<file path="src/rtl/serial_add_arbiter_pkg.sv">
// Shared definitions for the serial adder arbiter.
//   state_e   : FSM encoding (IDLE, SHIFT, DONE)
//   req_id_e  : requester index carried on res_id
//   DEFAULT_* : default operand width and bit-counter width
package serial_add_arbiter_pkg;

    localparam int DEFAULT_WIDTH = 4;
    localparam int DEFAULT_CNT_W = 5;

    typedef enum logic [1:0] {
        IDLE  = 2'd0,
        SHIFT = 2'd1,
        DONE  = 2'd2
    } state_e;

    typedef enum logic {
        REQ_ID_0 = 1'b0,
        REQ_ID_1 = 1'b1
    } req_id_e;

    // Priority passes to the requester that was not just served.
    function automatic req_id_e other_id(input req_id_e id);
        return (id == REQ_ID_0) ? REQ_ID_1 : REQ_ID_0;
    endfunction

endpackage

</file>
<file path="src/rtl/serial_add_core.sv">
// Bit-serial ripple adder datapath: operand shift registers, carry flop,
// result shift register and bit counter.
//   clk, rst_n : clock, asynchronous active-low reset
//   start      : load a/b, clear carry, counter and result
//   shift_en   : process one bit pair (LSB first)
//   a, b       : operands sampled on start
//   sum        : result register, filled from the MSB side
//   cout       : carry flop (carry out of MSB once all bits are done)
//   last_bit   : counter is on the final bit position
module serial_add_core
    import serial_add_arbiter_pkg::*;
#(
    parameter int WIDTH = DEFAULT_WIDTH,
    parameter int CNT_W = DEFAULT_CNT_W
) (
    input  logic             clk,
    input  logic             rst_n,
    input  logic             start,
    input  logic             shift_en,
    input  logic [WIDTH-1:0] a,
    input  logic [WIDTH-1:0] b,
    output logic [WIDTH-1:0] sum,
    output logic             cout,
    output logic             last_bit
);

    logic [WIDTH-1:0] a_q;
    logic [WIDTH-1:0] b_q;
    logic [WIDTH-1:0] sum_q;
    logic             carry_q;
    logic [CNT_W-1:0] cnt_q;
    logic             bit_sum;
    logic             bit_carry;

    // Full adder on the current LSBs.
    assign bit_sum   = a_q[0] ^ b_q[0] ^ carry_q;
    assign bit_carry = (a_q[0] & b_q[0]) | (carry_q & (a_q[0] ^ b_q[0]));

    // Independent of shift_en so the FSM can qualify it without a comb loop.
    assign last_bit = (cnt_q == CNT_W'(WIDTH - 1));

    // NOTE: sequential state uses non-blocking assignments so every flop
    // samples pre-edge values regardless of statement order.
    always_ff @(posedge clk or negedge rst_n) begin
        if (!rst_n) begin
            a_q     <= '0;
            b_q     <= '0;
            sum_q   <= '0;
            carry_q <= 1'b0;
            cnt_q   <= '0;
        end else if (start) begin
            a_q     <= a;
            b_q     <= b;
            sum_q   <= '0;
            carry_q <= 1'b0;
            cnt_q   <= '0;
        end else if (shift_en) begin
            a_q     <= a_q >> 1;
            b_q     <= b_q >> 1;
            sum_q   <= {bit_sum, sum_q[WIDTH-1:1]};
            carry_q <= bit_carry;
            cnt_q   <= cnt_q + CNT_W'(1);
        end
    end

    assign sum  = sum_q;
    assign cout = carry_q;

endmodule

</file>
<file path="src/rtl/serial_add_arbiter.sv">
// Two-requester round-robin arbiter in front of a bit-serial adder.
//   clk, rst_n              : clock, asynchronous active-low reset
//   req0_*/req1_*           : valid/ready handshake plus operands per requester
//   res_valid/res_ready     : result handshake; result holds until accepted
//   res_sum, res_cout       : sum modulo 2^WIDTH and carry out of the MSB
//   res_id                  : requester that owns the result
//   busy                    : FSM is not in IDLE
module serial_add_arbiter
    import serial_add_arbiter_pkg::*;
#(
    parameter int WIDTH = DEFAULT_WIDTH,
    parameter int CNT_W = DEFAULT_CNT_W
) (
    input  logic             clk,
    input  logic             rst_n,
    input  logic             req0_valid,
    input  logic [WIDTH-1:0] req0_a,
    input  logic [WIDTH-1:0] req0_b,
    output logic             req0_ready,
    input  logic             req1_valid,
    input  logic [WIDTH-1:0] req1_a,
    input  logic [WIDTH-1:0] req1_b,
    output logic             req1_ready,
    output logic             res_valid,
    input  logic             res_ready,
    output logic [WIDTH-1:0] res_sum,
    output logic             res_cout,
    output logic             res_id,
    output logic             busy
);

    state_e  state_q, state_d;
    req_id_e prio_q, prio_d;
    req_id_e res_id_q, res_id_d;
    req_id_e grant_id;
    logic    res_valid_q;
    logic    busy_q;
    logic    hs0, hs1;
    logic    start, shift_en, last_bit;
    logic [WIDTH-1:0] core_a, core_b;

    // Grants only in IDLE; the priority holder wins a tie.
    // NOTE: every signal written here gets a default first, so no path
    // through the block can leave a value held and infer a latch.
    always_comb begin
        req0_ready = 1'b0;
        req1_ready = 1'b0;
        if (state_q == IDLE) begin
            req0_ready = req0_valid && (prio_q == REQ_ID_0 || !req1_valid);
            req1_ready = req1_valid && (prio_q == REQ_ID_1 || !req0_valid);
        end
    end

    assign hs0    = req0_valid && req0_ready;
    assign hs1    = req1_valid && req1_ready;
    assign start  = hs0 || hs1;
    assign core_a = hs1 ? req1_a : req0_a;
    assign core_b = hs1 ? req1_b : req0_b;

    always_comb begin
        state_d  = state_q;
        prio_d   = prio_q;
        res_id_d = res_id_q;
        shift_en = 1'b0;
        grant_id = hs1 ? REQ_ID_1 : REQ_ID_0;
        case (state_q)
            IDLE: begin
                if (start) begin
                    state_d  = SHIFT;
                    res_id_d = grant_id;
                    prio_d   = other_id(grant_id);
                end
            end
            SHIFT: begin
                shift_en = 1'b1;
                if (last_bit) state_d = DONE;
            end
            DONE: begin
                if (res_ready) state_d = IDLE;
            end
            default: state_d = IDLE;
        endcase
    end

    // NOTE: the asynchronous reset clears every flop, including the operand
    // registers, so an aborted addition leaves nothing behind.
    always_ff @(posedge clk or negedge rst_n) begin
        if (!rst_n) begin
            state_q     <= IDLE;
            prio_q      <= REQ_ID_0;
            res_id_q    <= REQ_ID_0;
            res_valid_q <= 1'b0;
            busy_q      <= 1'b0;
        end else begin
            state_q     <= state_d;
            prio_q      <= prio_d;
            res_id_q    <= res_id_d;
            // Registered from next state so both flags line up with state_q.
            res_valid_q <= (state_d == DONE);
            busy_q      <= (state_d != IDLE);
        end
    end

    serial_add_core #(
        .WIDTH (WIDTH),
        .CNT_W (CNT_W)
    ) u_core (
        .clk      (clk),
        .rst_n    (rst_n),
        .start    (start),
        .shift_en (shift_en),
        .a        (core_a),
        .b        (core_b),
        .sum      (res_sum),
        .cout     (res_cout),
        .last_bit (last_bit)
    );

    assign res_valid = res_valid_q;
    assign res_id    = res_id_q;
    assign busy      = busy_q;

endmodule

</file>
<file path="config.mk">
export PLATFORM = sky130hd
export DESIGN_NAME = serial_add_arbiter
export DESIGN_NICKNAME = d
export VERILOG_FILES = /design/src/rtl/serial_add_arbiter_pkg.sv /design/src/rtl/serial_add_core.sv /design/src/rtl/serial_add_arbiter.sv
export SDC_FILE = /design/constraint.sdc
export NUM_CORES = 1
export LEC_CHECK = 0
export ABC_AREA = 1
export CORE_MARGIN = 1.5
export CORE_UTILIZATION = 44
export CTS_CLUSTER_SIZE = 20
export DETAILED_ROUTE_END_ITERATION = 8
export GPL_TIMING_DRIVEN = 0
export PLACE_DENSITY = 0.75
export SKIP_LAST_GASP = 1
export SYNTH_ARGS = -nofsm -noshare
export SYNTH_HDL_FRONTEND = slang
export SYNTH_SLANG_ARGS = --single-unit
</file>
<file path="constraint.sdc">
create_clock -name clk -period 1.3 [get_ports clk]
set_input_delay 0.325 -clock clk [delete_from_list [all_inputs] [get_ports clk]]
set_output_delay 0.325 -clock clk [all_outputs]
set_load 0.01 [all_outputs]
</file>
==> results of run 1 <==
==> metal layers <==
metal	track usage (%)	up-vias	part of all wire [%]
met2	36.0	43	54
met5	0	-	0
li1	-	615	-
met4	5.98	0	1.8
met1	23.9	586	39
met3	3.17	8	5.1
==> cells in the mapped netlist (all sizes together) <==
cell   number
nor3        1
o21ai       9
nand3      13
fa          1
a21oi       1
ha          1
dfrtp      24
nor3b       2
nor2       12
buf         5
inv        24
nand4      10
nand2      58
==> power groups by stage <==
stage	Combinational, mW	Sequential (mW)	Clock, mW
2_1_floorplan	1.38	1.37	0
3_3_place_gp	1.95	1.35	0
3_5_place_dp	2.01	1.37	0
4_1_cts	2.49	1.33	0.345
5_1_grt	2.99	1.37	0.382
6_report	2.71	1.33	0.342
==> area by class of cell <==
| type | count | area, µm² |
|---|---|---|
| fillers | 221 | 877 |
| multi-input cells | 108 | 637 |
| flip-flops and latches | 24 | 603 |
| repair buffers | 48 | 438 |
| inverters | 24 | 97.6 |
| plain buffers | 5 | 55.1 |
| well taps | 31 | 38.8 |
| clock buffers | 4 | 26.3 |
| repair inverters | 1 | 8.76 |
==> metrics by stage <==
step / std cells / total power [mW] / hold WS, ns / cell area (µm²) / util, %
2_1_floorplan: 161 / 2.74 / 0.0294 / 1320 / -
3_3_place_gp: 221 / 3.30 / 0.453 / 1650 / 59.2
3_5_place_dp: 221 / 3.38 / 0.465 / 1650 / 59.2
4_1_cts: 241 / 4.17 / 0.326 / 1860 / 66.8
5_1_grt: 245 / 4.74 / 0.377 / 1900 / 68.5
6_report: 245 / 4.39 / 0.295 / 1900 / 68.5
==> registers in the layout, indices dropped and copies added, names as in the netlist <==
signal,cells
busy,1
prio_q,1
res_id,1
res_valid,1
state_q,2
u_core.a_q,4
u_core.b_q,4
u_core.cnt_q,5
u_core.cout,1
u_core.sum,4
==> cell families after synthesis <==
kind of cell,share of synthesized area [%]
buffers and inverters,10.5
AO/OA/AOI/OAI,4.11
AND/OR/NAND/NOR,37.1
flip-flops,45.8
adder cells (fa/ha/maj),2.48
==> timing repair <==
action / 4_1_cts / 5_1_grt
cloned: 2 / 0
hold endpoints to repair: 0 / 0
pin swaps: 7 / 5
buffers inserted: 14 / 5
resized for setup: 41 / 21
setup endpoints to repair: 33 / 31
==> critical path: cells and delay by family, from the launching register on <==
family                 cells  cell delay [ns]
buffers and inverters      3             0.25
flip-flops                 1             0.47
AND/OR/NAND/NOR            2             0.22
==> final timing paths <==
kind / cells past startpoint / endpoint / from
worst max register to register: 10 / u_core.b_q[3] / state_q[1]
worst min-delay path: 1 / u_core.cnt_q[2] / rst_n
min in group clk: 4 / u_core.a_q[3] / req1_valid
worst min register to register: 2 / res_id / res_id
worst max-delay path: 5 / req1_ready / state_q[1]
max in group asynchronous: 1 / state_q[1] / rst_n
==> impl_metrics.yaml, run 1 <==
run_status:
  outcome: "complete, but fails checks"
  violations: "setup timing"
cts:
  cts_tree: "done"
  cts-root-buf: "clkbuf_4"
  htree_levels: 1
  clk_path_buf_depth: 2
  postCtsHoldBufs: 0
  insertion_delay_ns: 0.31
  cts_sinks: 24
  cts_buffers: 3
  clkTransAtPathRegs_ns: 0.13
critical_path:
  critPathMaxFanout: 2
  cp.arrival_ns: 1.26
  critPathLaunchType: "register"
  worst-setup-path-type: "reg2out"
  crit_path_top_delay_cell: "dfrtp_2"
  max_stage_delay_ns: 0.47
  crit_required_ns: 0.98
  r2r_slack_ns: -0.21
  cp-end-kind: "primary output"
  cpMostUsedCell: "buf_6"
  worstPathCellList: "nor2_8 -> nand3_4 -> buf_6 -> inv_2 -> buf_6"
route:
  ant_nets: 0
  first_iter_violations: 23
  route.detailed.wl_per_inst_um: 13.1
  routed_wl_mm: 3.21
  vias: 1252
  dr.pass1.iters: 4
  via_per_inst: 5.11
  remaining_drc_errors: 0
power_and_ir_drop:
  pwr-share-seq_pct: 30.4
  switching_share_pct: 43.2
  clockPowerShare_pct: 7.8
  max-vdd-ir-drop_mv: 1.57
  pwr-share-comb_pct: 61.8
  p_sw_mw: 1.89
  internal-power_mw: 2.49
  p_leak_nw: 0.993
  power-per-cell-area_nw_per_um2: 2300
flow_run:
  drv_cap: 0
synth:
  synth-seq-cells: 24
  yosys-top-cells-area: "dfrtp_1 46%, nand2_1 16%, inv_1 6.6%, nand4_1 4.3%, nand3_1 4.2%"
  yosysTopAreaCellShare_pct: 45.8
  ys_warn_count: 0
  avgSynthCellArea_um2: 8.14
  mappedNetlistNets: 184
  synth_largest_area_cell: "dfrtp_1"
  ys_types: 24
  syn_inst: 161
  ys_seq_area_share_pct: 45.8
  syn_area_um2: 1310
timing:
  skew_ns: 0.00467
  worstMarginPinSlew_ns: 1.05
  fin_crit_sh_pct: 122
  clock.fmax_mhz: 630
  period_needed_ns: 1.59
  hold_viol: 0
  slew_viol_final: 0
  rsz0062_at_grt: "true"
  relSlewSlack_pct: 30.2
  setup_viol: 23
  fin_tns_setup_ns: -3.99
  finalWorstSetupSlack_ns: -0.286
placed_design:
  dp_hpwl_mm: 1.99
  place.gp.congestion: 0.731
  port_buffers: 29
  dp_slack_ns: -0.988
layout:
  drive_gt1_share_pct: 29.9
  final_common_cell: "nand2_1"
  area_growth_pct: 45.4
  diodes: 0
  final_cell_mix: "52 x nand2_1, 22 x dfrtp_1, 21 x inv_1"
  nets: 238
floorplan:
  placeableCoreArea_um2: 2780
  io_pins: 31
  rows: 19
  dieArea_um2: 3310
  die-width_um: 57.6
  start_util_pct: 47.1
  dieHeight_um: 57.6
global_routing:
  grt_pass1_wl_mm: 5.13
  grt_antenna_before_repair: 0
  first_global_vias: 1188
  grt_max_degree: 25
  grt_overflow: 0
  grt_use_total_pct: 19.9
worst_hold_path:
  hp-class: "in2async"
Power figures use the tool's default switching activity.
==> run 2, diff against run 1 <==
- HOLD_SLACK_MARGIN: not set -> 0.02
==> results of run 2 <==
Same layout as run 1: the final DEF is identical, and so are final timing and power.
==> run 3, diff against run 2 <==
- CORE_UTILIZATION: 44 -> 49
- PLACE_DENSITY: 0.75 -> 0.79
- clock period: 1.3 -> 1.8 ns (I/O delays scaled with it)
==> run 3 against run 2 <==
The flow now finishes without violations. Sequential power down 28%. Count of clock-buffer cells in the layout stayed put. Clock skew rose by 0.0062 ns. Global-route usage is 1.6 points higher. Via count is 7.9% lower.
==> impl_metrics.yaml, run 3 (synthesis gave the netlist of run 1 again) <==
layout:
  post-route-cell-area_um2: 1720
  nets: 225
  final_cell_mix: "56 x nand2_1, 26 x clkdlybuf4s50_1, 22 x inv_1, 22 x dfrtp_1, 11 x nand3_1"
  post-route-util_pct: 69.0
  n_fill_cell: 207
  finalNonFillerCells: 231
  area_growth_pct: 31.6
  regMostFlops: "u_core.cnt_q"
  largest_register_ffs: 5
  diodes: 0
  final_common_cell: "nand2_1"
  drive_gt1_share_pct: 15.9
critical_path:
  worst-setup-path-type: "reg2out"
  critPathLaunchType: "register"
  cp-end-kind: "primary output"
  cp.arrival_ns: 1.28
  crit_required_ns: 1.35
  critPathMaxFanout: 2
power_and_ir_drop:
  p_leak_nw: 0.894
  power-per-cell-area_nw_per_um2: 1630
  max-vdd-ir-drop_mv: 0.978
  fin_total_pwr_mw: 2.82
flow_run:
  drv_cap: 0
placed_design:
  place_area_um2: 1640
  place.gp.congestion: 0.751
  dpl.cell_count: 220
  dp_hpwl_mm: 2.09
  dp_slack_ns: -0.772
  port_buffers: 29
timing:
  rsz0062_at_grt: "false"
  hold_viol: 0
  fin_tns_setup_ns: 0
  hold_slack_ns: 0.488
  finalWorstSetupSlack_ns: 0.0741
  relSlewSlack_pct: 29.8
  worstMarginPinSlew_ns: 1.05
  skew_ns: 0.0109
  slew_viol_final: 0
  setup_viol: 0
  period_needed_ns: 1.73
  clock.fmax_mhz: 579
  fin_crit_sh_pct: 95.9
cts:
  cts-root-buf: "clkbuf_4"
  clkTransAtPathRegs_ns: 0.14
  cts_buffers: 3
  postCtsHoldBufs: 0
  htree_levels: 1
  insertion_delay_ns: 0.32
  cts_tree: "done"
  cts_sinks: 24
  clk_path_buf_depth: 2
global_routing:
  first_global_vias: 1121
  grt_pass1_wl_mm: 4.64
  grt_max_degree: 25
  grt_overflow: 0
  grt_antenna_before_repair: 0
  grt_use_total_pct: 21.5
route:
  vias: 1153
  route.detailed.wl_per_inst_um: 11.9
  first_iter_violations: 12
  remaining_drc_errors: 0
  routed_wl_mm: 2.76
  ant_nets: 0
  dr.pass1.iters: 5
  via_per_inst: 4.99
floorplan:
  dieArea_um2: 2990
  rows: 18
  die-width_um: 54.7
  io_pins: 31
  dieHeight_um: 54.7
  start_util_pct: 52.4
  placeableCoreArea_um2: 2500
worst_hold_path:
  hp-class: "reg2reg"
run_status:
  outcome: "finished, final reports clean"
-- run 3: final cells by class --
cell class	instances	area [µm²]	share of cell area, %
sequential	24	603	35.0
multi-input combinational	108	574	33.3
timing repair buffer	37	343	19.9
inverter	24	95.1	5.52
tap	30	37.5	2.18
clock buffer	4	36.3	2.10
buffer	4	35.0	2.03
-- run 3: repair_timing --
item,4_1_cts,5_1_grt
setup endpoints to repair,2,1
pin swaps,3,0
resized for setup,11,2
setup buffers,8,0
-- run 3: worst paths after layout --
| path | start | to | slack [ns] | cells after the start |
|---|---|---|---|---|
| worst max-delay path | state_q[0] | req1_ready | 0.07 | 5 |
| worst max register to register | state_q[0] | u_core.a_q[1] | 0.31 | 9 |
| worst min-delay path | u_core.sum[0] | u_core.sum[0] | 0.49 | 2 |
| min in group asynchronous | rst_n | u_core.cnt_q[0] | 0.68 | 1 |
| worst min register to register | u_core.sum[0] | u_core.sum[0] | 0.49 | 2 |
| max in group asynchronous | rst_n | state_q[1] | 0.42 | 1 |
-- run 3: power breakdown --
part | total, mW | leakage (nW) | switching, mW | internal (mW)
Sequential | 0.963 | 0.298 | 0.173 | 0.790
Clock | 0.291 | 0.0210 | 0.167 | 0.124
Combinational | 1.56 | 0.575 | 0.848 | 0.716
-- run 3: critical path, stage by stage, from the launching register on --
cell	delay (ns)
dfrtp_2	0.47
nor2_8	0.12
buf_4	0.13
nand3_4	0.06
inv_1	0.06
clkbuf_2	0.12
-- run 3: layer usage --
| layer | vias up | GRT usage, % | part of all wire (%) |
|---|---|---|---|
| met5 | - | 0 | 0 |
| met4 | 0 | 9.17 | 2.4 |
| met3 | 8 | 3.01 | 4.5 |
| met2 | 36 | 40.1 | 52 |
| met1 | 518 | 23.8 | 41 |
| li1 | 591 | - | - |
